===== src/rtl/ddr_wr_burst_serdes.sv =====
// DDR write-path burst serializer: takes one whole burst per handshake and emits
// rise/fall beat pairs for DQ/DM plus DQS preamble/postamble and output enables.
module ddr_wr_burst_serdes #(
  parameter int LANES     = 16,
  parameter int BURST_LEN = 8,
  parameter int CHOP_EN   = 1
) (
  input  logic                            clk,
  input  logic                            rst,
  input  logic                            in_valid,
  output logic                            in_ready,
  input  logic [LANES*BURST_LEN-1:0]      in_data,
  input  logic [(LANES/8)*BURST_LEN-1:0]  in_mask,
  input  logic                            in_chop,
  output logic [LANES-1:0]                dq_rise,
  output logic [LANES-1:0]                dq_fall,
  output logic [LANES/8-1:0]              dm_rise,
  output logic [LANES/8-1:0]              dm_fall,
  output logic                            dq_oe,
  output logic                            dqs_rise,
  output logic                            dqs_fall,
  output logic                            dqs_oe,
  output logic                            busy,
  output logic                            burst_done
);

  localparam int BL = LANES / 8;
  localparam int DW = LANES * BURST_LEN;
  localparam int MW = BL * BURST_LEN;
  localparam int CW = (BURST_LEN / 2 > 1) ? $clog2(BURST_LEN / 2) : 1;
  localparam logic [CW-1:0] LAST_FULL = CW'(BURST_LEN / 2 - 1);
  localparam logic [CW-1:0] LAST_CHOP = CW'(1);
  localparam bit CHOP_OK = (CHOP_EN != 0) && (BURST_LEN == 8);

  typedef enum logic [1:0] {IDLE, PRE, DATA, POST} state_t;

  state_t        state, state_nxt;
  logic [CW-1:0] cnt, cnt_nxt;
  logic [DW-1:0] dsr, dsr_nxt, dsrc;
  logic [MW-1:0] msr, msr_nxt, msrc;
  logic          chop_q, chop_nxt;
  logic          accept, last_data;

  logic [LANES-1:0] dq_rise_d, dq_fall_d;
  logic [BL-1:0]    dm_rise_d, dm_fall_d;
  logic             dq_oe_d, dqs_rise_d, dqs_fall_d, dqs_oe_d;
  logic             busy_d, done_d, rdy_d;

  assign accept    = in_valid & in_ready;
  assign last_data = (state == DATA) && (cnt == (chop_q ? LAST_CHOP : LAST_FULL));
  // A seamless accept feeds the new burst straight into the outgoing beat pair.
  assign dsrc      = accept ? in_data : dsr;
  assign msrc      = accept ? in_mask : msr;

  always_ff @(posedge clk or negedge rst) begin
    if (!rst) begin
      state  <= IDLE;
      cnt    <= '0;
      dsr    <= '0;
      msr    <= '0;
      chop_q <= 1'b0;
    end else begin
      state  <= state_nxt;
      cnt    <= cnt_nxt;
      dsr    <= dsr_nxt;
      msr    <= msr_nxt;
      chop_q <= chop_nxt;
    end
  end

  always_comb begin
    state_nxt = state;
    cnt_nxt   = cnt;
    dsr_nxt   = dsr;
    msr_nxt   = msr;
    chop_nxt  = chop_q;
    if (accept) chop_nxt = in_chop & CHOP_OK;
    case (state)
      IDLE: begin
        if (accept) begin
          state_nxt = PRE;
          dsr_nxt   = in_data;
          msr_nxt   = in_mask;
        end
      end
      PRE: begin
        state_nxt = DATA;
        cnt_nxt   = '0;
        dsr_nxt   = dsrc >> (2 * LANES);
        msr_nxt   = msrc >> (2 * BL);
      end
      DATA: begin
        dsr_nxt = dsrc >> (2 * LANES);
        msr_nxt = msrc >> (2 * BL);
        if (last_data) begin
          cnt_nxt   = '0;
          state_nxt = accept ? DATA : POST;
        end else begin
          cnt_nxt = cnt + CW'(1);
        end
      end
      default: state_nxt = IDLE;
    endcase
  end

  // Output values for the coming cycle, decoded from the next state so every port is a flop.
  always_comb begin
    dq_rise_d  = '0;
    dq_fall_d  = '0;
    dm_rise_d  = '0;
    dm_fall_d  = '0;
    dq_oe_d    = 1'b0;
    dqs_rise_d = 1'b0;
    dqs_fall_d = 1'b0;
    dqs_oe_d   = 1'b0;
    done_d     = 1'b0;
    rdy_d      = 1'b0;
    busy_d     = (state_nxt != IDLE);
    case (state_nxt)
      IDLE: rdy_d = 1'b1;
      PRE:  dqs_oe_d = 1'b1;
      DATA: begin
        dq_oe_d    = 1'b1;
        dqs_oe_d   = 1'b1;
        dqs_rise_d = 1'b1;
        dq_rise_d  = dsrc[LANES-1:0];
        dq_fall_d  = dsrc[2*LANES-1:LANES];
        dm_rise_d  = msrc[BL-1:0];
        dm_fall_d  = msrc[2*BL-1:BL];
        done_d     = (cnt_nxt == (chop_nxt ? LAST_CHOP : LAST_FULL));
        rdy_d      = done_d;
      end
      default: dqs_oe_d = 1'b1;
    endcase
  end

  always_ff @(posedge clk or negedge rst) begin
    if (!rst) begin
      dq_rise    <= '0;
      dq_fall    <= '0;
      dm_rise    <= '0;
      dm_fall    <= '0;
      dq_oe      <= 1'b0;
      dqs_rise   <= 1'b0;
      dqs_fall   <= 1'b0;
      dqs_oe     <= 1'b0;
      busy       <= 1'b0;
      burst_done <= 1'b0;
      in_ready   <= 1'b0;
    end else begin
      dq_rise    <= dq_rise_d;
      dq_fall    <= dq_fall_d;
      dm_rise    <= dm_rise_d;
      dm_fall    <= dm_fall_d;
      dq_oe      <= dq_oe_d;
      dqs_rise   <= dqs_rise_d;
      dqs_fall   <= dqs_fall_d;
      dqs_oe     <= dqs_oe_d;
      busy       <= busy_d;
      burst_done <= done_d;
      in_ready   <= rdy_d;
    end
  end

endmodule


===== config.mk =====
export PLATFORM = sky130hd
export DESIGN_NAME = ddr_wr_burst_serdes
export DESIGN_NICKNAME = d
export VERILOG_FILES = /design/src/rtl/ddr_wr_burst_serdes.sv
export SDC_FILE = /design/constraint.sdc
export NUM_CORES = 1
export LEC_CHECK = 0
export BUFFER_PORTS_ARGS = -buffer_cell sky130_fd_sc_hd__buf_2
export CAP_MARGIN = 5
export CORE_MARGIN = 8
export CORE_UTILIZATION = 35
export CTS_CLUSTER_DIAMETER = 120
export DETAILED_ROUTE_END_ITERATION = 8
export HOLD_SLACK_MARGIN = 0.1
export SLEW_MARGIN = 30
export SYNTH_ARGS = -nofsm -noshare
export SYNTH_HDL_FRONTEND = slang
export SYNTH_SLANG_ARGS = --single-unit

===== constraint.sdc =====
create_clock -name clk -period 2.41 [get_ports clk]
set_clock_uncertainty 0.05 [all_clocks]
set_input_delay 0.1205 -clock clk [delete_from_list [all_inputs] [get_ports clk]]
set_output_delay 0.1205 -clock clk [all_outputs]
set_load 0.03 [all_outputs]

# Word-level counts from Yosys, hierarchy flattened

Index checks and enable logic that the tools add are counted.

Flip-flop bits (word level): 190
Output and inout port bits: 43

$add $sub $neg: 1
Equal/unequal tests: 5
Muxes and demuxes: 21
Bitwise operators: 1
Reductions and logical operators: 6

Operators with widths:

| kind                                           | number |
|---|---|
| one-hot mux 128 bit (2 select lines)           | 1 |
| two-way mux 128 bit                            | 1 |
| two-way mux 16 bit                             | 3 |
| one-hot mux 16 bit (2 select lines)            | 1 |
| two-way mux 2 bit                              | 7 |
| one-hot mux 2 bit (3 select lines)             | 1 |
| two-way mux 1 bit                              | 5 |
| == test 2 bit                                  | 2 |
| == test 2 bit (second input constant)          | 2 |
| logical NOT 2 bit                              | 2 |
| one-hot mux 2 bit (2 select lines)             | 1 |
| nonzero test 2 bit                             | 2 |
| adder 2 x 1 -> 2 bit (second input constant)   | 1 |
| == test 2 x 1 -> 1 bit (second input constant) | 1 |
| one-hot mux 1 bit (2 select lines)             | 1 |
| OR reduction 2 bit                             | 1 |
| bitwise AND 1 bit                              | 1 |
| logical AND 1 bit                              | 1 |

# Depth between registers and ports, before layout

Gate-level depths: netlist of run 1.

Depth after elaboration: 7
Mapped depth: 9
Gate-level depth less buffers: 6

# Least setup slack after synthesis of run 1

OpenSTA, ideal clock, no wires.

Path type: register to register
Start point: reg state[0]
End point: reg dsr[35]
Arrival: 1931 ps
Path slack: 304 ps
Stages on the path, launching flop included: 8
Buffers on the path: 3
Cell sequence: dfrtp_1 inv_1 ha_1 buf_2 buf_2 clkbuf_1 mux4_2 mux2_2

Cells in the longest elaborated chain, start to end: 3
Elaborated cells on any way between the ends: 6
Classes of those cells: eq/ne: 2; mux: 1; reduce/logical: 3

RTL lines:

| element                                                                    | line | source |
|---|---|---|
| start: declaration                                                         | 37   | `state_t state, state_nxt;` |
| start signal: assignment                                                   | 63   | `state <= state_nxt;` |
| == test 2 bit or == test 2 x 1 -> 1 bit (tied branches)                    | 78   | `case (state)` |
| OR reduction 2 bit (no line)                                               | --   |  |
| one-hot mux 128 bit (2 select lines) or nonzero test 2 bit (tied branches) | --   |  |
| end signal: assignment                                                     | 65   | `dsr <= dsr_nxt;` |
| end: declaration                                                           | 39   | `logic [DW-1:0] dsr, dsr_nxt, dsrc;` |

Several ways; a longest one is shown, not always the timed one.
A chain may end at the register's enable or synchronous reset.

# Final worst setup path of run 1

Start point: reg state[0]
End point: reg dsr[46]

The elaborated chain is that of the path after synthesis.

==> results of run 1 <==
==> critical path, delay by kind of cell (launching register included) <==
kind | cells | cell delay, ns
flops | 1 | 0.42
mux | 1 | 0.36
buf+inv | 3 | 0.67
compound gates | 1 | 0.14
fa+ha+maj | 1 | 0.34
==> sequential cells by signal (all words and copies together) (netlist names) <==
signal	cells
chop_q	1
state	2
in_ready	1
dm_rise	2
dm_fall	2
burst_done	1
dsr	128
dqs_rise	1
cnt	2
busy	1
dq_rise	16
msr	16
dq_fall	16
==> cells in the mapped netlist (all sizes together) <==
library cell / n
nand4: 1
nor3: 37
nand4b: 1
xor2: 1
conb: 1
nand3: 1
mux2: 43
o21bai: 1
o22a: 36
buf: 40
nor2b: 1
a31oi: 30
o2111ai: 1
nand2b: 1
nor2: 31
clkbuf: 42
ha: 3
a22o: 31
dfrtp: 189
o21ai: 42
nor3b: 5
o211ai: 2
and2: 2
or3b: 1
a211o: 1
inv: 4
mux2i: 59
nand2: 174
a21oi: 78
or2: 1
mux4: 29
nand3b: 1
==> power groups by stage <==
stage	Combinational (mW)	Clock [mW]	Sequential, mW
2_1_floorplan	5.96	0	5.59
3_3_place_gp	8.53	0	5.26
3_5_place_dp	8.65	0	5.32
4_1_cts	8.84	2.83	5.27
5_1_grt	9.61	2.98	5.45
6_report	8.75	2.75	5.27
==> final cells by class <==
| cell class | count | share of cell area, % |
|---|---|---|
| Sequential cell | 189 | 37.34 |
| Tap cell | 341 | 3.369 |
| Timing Repair Buffer | 349 | 20.58 |
| Antenna cell | 1 | 0.01976 |
| Clock inverter | 13 | 0.9681 |
| Clock buffer | 19 | 3.418 |
| Multi-Input combinational cell | 615 | 34.19 |
| Inverter | 4 | 0.1185 |
==> through the flow <==
stage / util [%] / setup slack, ns
after global routing: 47.53 / 0.1917
final: 47.53 / 0.3320
after floorplan: - / 0.3045
after detailed placement: 40.55 / 0.3146
after CTS: 47.52 / 0.3178
after global placement: 40.55 / 0.3526
==> per-layer routing <==
metal / vias up / GRT usage (%) / wire length [µm]
met5: - / 0 / 0
met4: 0 / 4.935 / 521
met3: 38 / 3.911 / 1391
met2: 229 / 28.59 / 13280
met1: 3904 / 21.79 / 12270
li1: 3762 / - / -
==> cell families (layout without fill, tap and decap cells) <==
family                     count (synthesis)  count (layout)  share of synthesized area (%)
and+or+nand+nor                          257             257                          11.34
AOI/OAI and AO/OA                        222             222                          15.07
DFF                                      189             189                          50.38
muxes                                    131             131                          18.41
buffers and inverters                     86             385                          4.265
adders and majority gates                  3               3                         0.3999
other                                      1               2                        0.03995
xor gates and xnor gates                   1               1                        0.09331
==> final timing paths <==
path / startpoint / endpoint / slack, ns / cells after the start
worst max-delay path: state[0] / dsr[46] / 0.33 / 6
worst min-delay path: in_data[67] / dsr[67] / 0.11 / 5
worst max register to register: state[0] / dsr[46] / 0.33 / 6
worst min register to register: dsr[93] / dsr[93] / 0.42 / 2
max in group asynchronous: rst / dsr[123] / 1.33 / 3
min in group asynchronous: rst / dsr[104] / 0.20 / 2
==> cell usage in the layout, fill, tap and decap left out, types with 3 or more instances in the layout <==
cell type | synthesis | routed
a21oi_1 | 78 | 78
a22o_1 | 31 | 31
a31oi_1 | 30 | 30
buf_12 | 0 | 10
buf_2 | 23 | 188
buf_4 | 5 | 20
clkbuf_16 | 0 | 17
clkinv_4 | 0 | 5
dfrtp_1 | 189 | 189
dlygate4sd3_1 | 0 | 130
inv_1 | 4 | 4
inv_6 | 0 | 3
inv_8 | 0 | 4
mux2_2 | 43 | 43
mux2i_1 | 59 | 59
mux4_2 | 29 | 29
nand2_1 | 174 | 173
nor2_1 | 30 | 30
nor3_1 | 37 | 36
nor3b_1 | 5 | 5
o21ai_0 | 42 | 42
o22a_1 | 36 | 36
==> qor.csv, run 1 <==
stage;metric;value;unit
outcome;status;completed;
timing;Highest Clock Rate;481.2;MHz
critical_path;max incr delay on CP;0.42;ns
power;Int Power;9.869;mW
layout;filler instances;2454;
power;clock power share;16.4;%
clocking;Post-CTS Resized;0;
layout;post-route cell area;12670;µm²
die;Core Area;26650;µm²
yosys;Synth top area share;50.38;%
critical_path;Crit Path Category;reg -> reg;
die;Die ar.;32320;µm²
die;Initial Util;35.23;%
clocking;worst skew pair latency;0.43;ns
critical_path;CP Cell Sequence;inv_1, ha_4, buf_12, buf_4, mux2_2, o21ai_0;
critical_path;Critical Path End Type;register;
job;max_cap viols;0;
place;Placed Area;10810;µm²
route;drt drc;0;
die;row count;60;
layout;layout cells sized above 1;27.92;%
place;GP Congestion;0.7573;
clocking;Bufs on Longest Clock Path;2;
clocking;CTS tree;built;
die;I/O pin total;191;
power;Pleak;5.753;nW
place;Cells after DPL;1368;
timing;hold_ws;0.1129;ns
min_path;Hold WC Path Type;in -> reg;
global_route;first-pass GRT wire length;45340;µm
yosys;Syn Inst Count;890;
critical_path;worst path required time;2.72;ns
clocking;cts hold-fix bufs;130;
yosys;Mapped Nets;1041;
yosys;register bit total from synthesis;189;
layout;footprint of the multi-input gates;4330;µm²
timing;final hold vios;0;
yosys;Yosys cell types;37;
yosys;area leader, netlist;dfrtp_1;
route;via count;7933;
layout;Layout Cells excl Fill;1531;
global_route;initial antenna violation count;1;
route;drt pass-1 iters;4;
route;Routed WL;27460;µm
yosys;dominant cells by area after synthesis;dfrtp_1 (50%), mux4_2 (7.0%), nand2_1 (7.0%), mux2i_1 (6.3%), mux2_2 (5.2%);
die;Die Width;179.8;µm
critical_path;Slowest-stage cell, CP;dfrtp_1;
power;Reg power frac;31.4;%
clocking;clock transition at the registers of the reported paths;0.08;ns
die;Die Y;179.8;µm
yosys;Post-Syn Area;9388;µm²
power;Logic pwr share;52.2;%
global_route;global route overflow;0;
route;wire per inst;17.93;µm
global_route;largest net degree at the start of global routing;81;
clocking;root buffer cell;clkbuf_16;
critical_path;crit path DAT;2.39;ns
global_route;GRT Util Overall;17.07;%
power;Switch Pwr;6.904;mW
place;Port Buf Inserts;189;
timing;min Tclk post-route;2.078;ns
route;Via density;5.182;
layout;Area growth, synth to finish;34.92;%
timing;crit share post-route;86.22;%
yosys;sequential area share after synthesis;50.38;%
power;Max IR drop VDD;764.2;µV
route;DRT antenna net count;0;
yosys;Syn Area/Cell;10.55;µm²
power;PwrDens;1324;nW/µm²
yosys;yosys synthesis warning count;0;
clocking;clock tree sinks;189;
timing;worst relative slew slack;58.05;%
power;switching part of the total;41.16;%
place;hpwl dp;17420;µm
timing;Setup TNS;0;ns
clocking;H-tree level count;4;
clocking;CTS buffer count;17;
global_route;vias in the first global route;8385;
power;Power Total;16.77;mW
route;DR iter-0 viols;583;
timing;RSZ-0062 raised after global routing;no;
layout;FF+latch area;4730;µm²
layout;Final nets;1327;
timing;Final Max Tran Viols;0;
clocking;setup repair bufs after CTS;0;
timing;Worst Tran Pin Value;0.6293;ns
critical_path;largest driver fanout on the critical path;45;
timing;endpoints failing setup;0;
critical_path;Startpoint Class;register;
Note: power is estimated with default switching activity, not from simulation.
==> inputs of run 2 (changes only) <==
--- a/config.mk
+++ b/config.mk
@@ -5,6 +5,7 @@
 export SDC_FILE = /design/constraint.sdc
 export NUM_CORES = 1
 export LEC_CHECK = 0
+export ABC_AREA = 1
 export BUFFER_PORTS_ARGS = -buffer_cell sky130_fd_sc_hd__buf_2
 export CAP_MARGIN = 5
 export CORE_MARGIN = 8
==> qor.csv, run 2 <==
stage;metric;value;unit
yosys;Post-synth EDFFs;0;
timing;worst relative slew slack;55.50;%
yosys;sequential area share after synthesis;50.67;%
clocking;setup repair bufs after CTS;0;
timing;final worst slack;0.2024;ns
clocking;clock transition at the registers of the reported paths;0.07;ns
timing;final hold vios;0;
route;DR iter-0 viols;673;
yosys;top cells by count, synth;nand2_1 (476), dfrtp_1 (189), inv_1 (82);
yosys;Syn Inst Count;1169;
global_route;first-pass GRT wire length;45930;µm
yosys;dominant cells by area after synthesis;dfrtp_1 (51%), nand2_1 (19%), inv_1 (3.3%), o211ai_1 (3.3%), o21ai_0 (3.2%);
timing;min Tclk post-route;2.208;ns
clocking;H-tree level count;4;
route;via count;8566;
clocking;root buffer cell;clkbuf_16;
route;drt pass-1 iters;5;
timing;crit share post-route;91.60;%
power;Max IR drop VDD;819.2;µV
layout;most frequent cells in the layout;nand2_1 (476), dfrtp_1 (189), buf_2 (188), dlygate4sd3_1 (137), inv_1 (82);
layout;register name with the most flops;dsr;
timing;Setup TNS;0;ns
die;Initial Util;35.72;%
yosys;Yosys cell types;25;
global_route;initial antenna violation count;2;
clocking;CTS tree;built;
clocking;clock tree sinks;189;
place;Port Buf Inserts;189;
layout;layout cells sized above 1;21.61;%
die;I/O pin total;191;
critical_path;Critical Path End Type;register;
layout;Largest register FFs;128;
route;DRT antenna net count;0;
yosys;Synth top area share;50.67;%
critical_path;Crit Path Category;reg -> reg;
global_route;largest net degree at the start of global routing;153;
yosys;area leader, netlist;dfrtp_1;
timing;endpoints failing setup;0;
global_route;GRT Util Overall;18.15;%
place;GP Congestion;0.7728;
yosys;top-count cell post-synth;nand2_1;
layout;filler instances;2505;
route;drt drc;0;
outcome;status;completed;
yosys;Post-Syn Area;9334;µm²
yosys;Syn Area/Cell;7.985;µm²
timing;Final Max Tran Viols;0;
layout;FF+latch area;4730;µm²
route;wire per inst;16.04;µm
clocking;CTS buffer count;17;
power;PwrDens;1322;nW/µm²
min_path;Hold WC Path Type;in -> reg;
yosys;yosys synthesis warning count;0;
layout;footprint of the multi-input gates;3936;µm²
yosys;Synth Flop Type;dfrtp_1;
place;pre-CTS WS;0.3921;ns
yosys;Mapped Nets;1320;
yosys;register bit total from synthesis;189;
yosys;FFs w/ async S/R, synth;100.0;%
job;max_cap viols;0;
critical_path;largest driver fanout on the critical path;35;
timing;Worst Tran Pin Value;0.6675;ns
die;Die ar.;32150;µm²
power;Pleak;6.305;nW
die;Die Width;179.3;µm
global_route;global route overflow;0;
layout;most common cell after layout, fill and taps aside;nand2_1;
clocking;Bufs on Longest Clock Path;2;
timing;RSZ-0062 raised after global routing;no;
global_route;vias in the first global route;8538;
layout;Final nets;1605;
route;Routed WL;28950;µm
clocking;worst skew pair latency;0.43;ns
die;Die Y;179.3;µm
critical_path;worst path required time;2.73;ns
die;Core Area;26130;µm²
place;hpwl dp;18580;µm
die;row count;59;
critical_path;Startpoint Class;register;
timing;Highest Clock Rate;453.0;MHz
critical_path;crit path DAT;2.53;ns
layout;Area growth, synth to finish;35.28;%
route;Via density;4.746;
## run 2: stage by stage
step / power, mW / cell area [µm²] / instances / util, % / hold slack, ns
final: 16.69 / 12630 / 1805 / 48.32 / 0.1101
after global placement: 13.34 / 10610 / 1633 / 40.62 / 0.1083
after global routing: 18.07 / 12620 / 1804 / 48.31 / 0.1157
after detailed placement: 13.52 / 10610 / 1633 / 40.62 / 0.1039
after CTS: 16.82 / 12610 / 1802 / 48.24 / 0.1002
after floorplan: 11.24 / 9334 / 1169 / - / -0.2251
## run 2: repair_timing
item | CTS | global route
endpoints found under the setup margin | 0 | 2
hold buffers | 137 | 0
hold endpoints to repair | 235 | 0
resized for setup | 0 | 3
## run 2: logic make-up after synthesis
group	Yosys count	synth area share, %
buf+inv	166	7.627
other cells	1	0.04018
simple gates	625	28.32
compound gates	185	12.94
fa+ha+maj	3	0.4022
flops	189	50.67
## run 2: final cells by class
type | instances | share of cell area (%)
Inverter | 86 | 2.576
Clock inverter | 13 | 1.407
Timing Repair Buffer | 346 | 20.50
Multi-Input combinational cell | 814 | 31.17
Tap cell | 335 | 3.319
Clock buffer | 19 | 3.508
Antenna cell | 3 | 0.05945
Sequential cell | 189 | 37.46
## run 2: worst paths after layout
path / start / end / slack (ns) / cells past startpoint
max in group asynchronous: rst / dsr[28] / 1.33 / 3
max reg2reg: state[0] / dsr[68] / 0.20 / 8
max: state[0] / dsr[68] / 0.20 / 8
min reg2reg: dsr[29] / dsr[29] / 0.44 / 2
min in group asynchronous: rst / dsr[123] / 0.18 / 2
min: in_data[61] / dsr[29] / 0.11 / 4
## run 2: worst max-delay path: stages, from the launching register on
cell and delay, ns:
dfrtp_1 0.41, inv_1 0.12, ha_4 0.34, inv_1 0.10, nor2_4 0.12, inv_2 0.07, buf_12 0.17, o211ai_1 0.18
dlygate4sd3_1 0.56
## run 2: power breakdown
part	internal, mW	leakage (nW)	total [mW]	switching, mW
clock	1.70	0.303	3.05	1.36
sequential	4.52	2.43	5.04	0.526
combinational	3.05	3.57	8.59	5.54
total	9.26	6.31	16.7	7.43
## run 2: routing by layer
metal	GRT usage [%]	vias to the layer above	share of wire [%]
met5	0	-	0
met4	6.630	0	2.2
met3	3.096	35	4.4
met2	27.35	231	45
met1	25.81	3973	48
li1	-	4327	-
==> inputs of run 3 (changes only) <==
==> constraint.sdc (replaced) <==
create_clock -name clk -period 2.6 [get_ports clk]
set_clock_uncertainty 0.05 [all_clocks]
set_input_delay 0.13 -clock clk [delete_from_list [all_inputs] [get_ports clk]]
set_output_delay 0.13 -clock clk [all_outputs]
set_load 0.03 [all_outputs]
==> qor.csv, run 3 (same netlist as run 2, synthesis figures left out) <==
stage;metric;value;unit
outcome;status;completed;
global_route;largest net degree at the start of global routing;89;
die;row count;59;
timing;Highest Clock Rate;402.9;MHz
critical_path;worst path required time;2.92;ns
die;Core Area;26130;µm²
clocking;worst skew pair latency;0.44;ns
clocking;root buffer cell;clkbuf_16;
place;pre-CTS WS;0.5569;ns
layout;register name with the most flops;dsr;
critical_path;beginning of the worst register-to-register path;state[0];
critical_path;largest driver fanout on the critical path;24;
route;DR iter-0 viols;709;
critical_path;Worst path top cell family by delay;buffers and inverters;
route;drt pass-1 iters;5;
timing;RSZ-0062 raised after global routing;no;
timing;endpoints failing setup;0;
clocking;clock tree sinks;189;
power;switching part of the total;43.97;%
critical_path;Slowest-stage cell, CP;dlygate4sd3_1;
die;Die ar.;32150;µm²
place;GP Congestion;0.7423;
critical_path;crit path DAT;2.80;ns
layout;most frequent cells in the layout;nand2_1 (476), dfrtp_1 (189), buf_2 (188), dlygate4sd3_1 (169), inv_1 (82);
die;I/O pin total;191;
global_route;vias in the first global route;8900;
route;Routed WL;29320;µm
global_route;GRT Util Overall;18.51;%
route;DRT antenna net count;0;
die;Die Width;179.3;µm
layout;layout cells sized above 1;21.21;%
critical_path;reg2reg path depth;8;
place;hpwl dp;18730;µm
power;Max IR drop VDD;810.5;µV
timing;crit share post-route;95.47;%
min_path;hold-critical path depth;5;
timing;Worst Tran Pin Value;0.7099;ns
power;Pleak;6.454;nW
layout;# diodes;0;
job;max_cap viols;0;
timing;Setup TNS;0;ns
route;via count;8828;
power;PwrDens;1258;nW/µm²
clocking;clock transition at the registers of the reported paths;0.07;ns
min_path;hold endpoint;dsr[88];
timing;final hold vios;0;
min_path;Hold WC Path Type;in -> reg;
place;Port Buf Inserts;189;
clocking;Bufs on Longest Clock Path;2;
layout;Layout Cells excl Fill;1834;
power;Reg power frac;28.9;%
critical_path;r2r setup slk;0.12;ns
min_path;hold_sp;in_data[88];
critical_path;CP Cell Sequence;inv_1, ha_2, inv_1, nor2_4, buf_4, nand2_1, nand3_1, dlygate4sd3_1;
global_route;initial antenna violation count;0;
clocking;H-tree level count;4;
die;Die Y;179.3;µm
critical_path;Crit Path Category;reg -> reg;
timing;worst relative slew slack;52.67;%
route;drt drc;0;
timing;final worst slack;0.1178;ns
layout;Final nets;1637;
power;Logic pwr share;55.1;%
clocking;setup repair bufs after CTS;0;
clocking;CTS buffer count;17;
critical_path;max incr delay on CP;0.55;ns
critical_path;critical path's most frequent cell;inv_1;
power;Int Power;9.057;mW
global_route;first-pass GRT wire length;46860;µm
die;Initial Util;35.72;%
layout;final core occ;49.17;%
route;wire per inst;15.99;µm
layout;Largest register FFs;128;
critical_path;r2r endpoint;dsr[4];
place;Cells after DPL;1633;
critical_path;Critical Path End Type;register;
clocking;CTS tree;built;
power;clock power share;16.0;%
power;Switch Pwr;7.109;mW
timing;Final Max Tran Viols;0;
route;Via density;4.814;
timing;hold_ws;0.1133;ns
layout;most common cell after layout, fill and taps aside;nand2_1;
critical_path;Startpoint Class;register;
timing;min Tclk post-route;2.482;ns
critical_path;WP buf/inv;4;
layout;Area growth, synth to finish;37.65;%
global_route;global route overflow;0;
run 3: what timing repair did:
item,CTS,global route
endpoints found under the hold margin,249,0
gates resized for setup,0,4
hold buffers,169,0
endpoints found under the setup margin,0,24
run 3: per-stage QoR:
stage	cell area, µm²	power [mW]
floorplan	9334	10.42
global placement	10580	12.29
detailed placement	10580	12.44
CTS	12840	16.20
global route	12850	17.52
finish	12850	16.17
run 3: worst min-delay path: stages:
cell and delay [ns]:
buf_2 0.08, nand2_1 0.10, nand2_1 0.12, nand2_1 0.06, o211ai_1 0.07
run 3: final cells by class:
cell class                      instances  area [µm²]
Timing Repair Buffer                  378        2875
Clock inverter                         15       146.4
Fill cell                            2537       13280
Multi-Input combinational cell        814        3926
Tap cell                              335       419.2
Clock buffer                           17       425.4
Inverter                               86       326.6
Sequential cell                       189        4730
run 3: power groups by stage:
stage                     clock (mW)  combinational [mW]  sequential (mW)
final                           2.58                8.91             4.68
after floorplan                    0                5.41             5.01
after CTS                       2.64                8.88             4.67
after detailed placement           0                7.71             4.72
after global routing            2.77                9.93             4.81
after global placement             0                7.59             4.70
run 3: how the worst max path moves through the flow:
stage	start	end	slack, ns	cells after the start
floorplan	state[0]	dsr[21]	0.93	9
global placement	state[0]	dsr[94]	0.59	7
detailed placement	state[0]	dsr[74]	0.56	7
CTS	state[0]	msr[7]	0.05	8
global route	state[0]	dsr[4]	0.02	8
finish	state[0]	dsr[4]	0.12	8
run 3: routing by layer:
metal	track usage, %	vias to the layer above	part of all wire, %
li1	-	4391	-
met1	25.28	4122	46
met2	29.70	277	46
met3	3.243	38	5.4
met4	5.415	0	2.0
met5	0	-	0
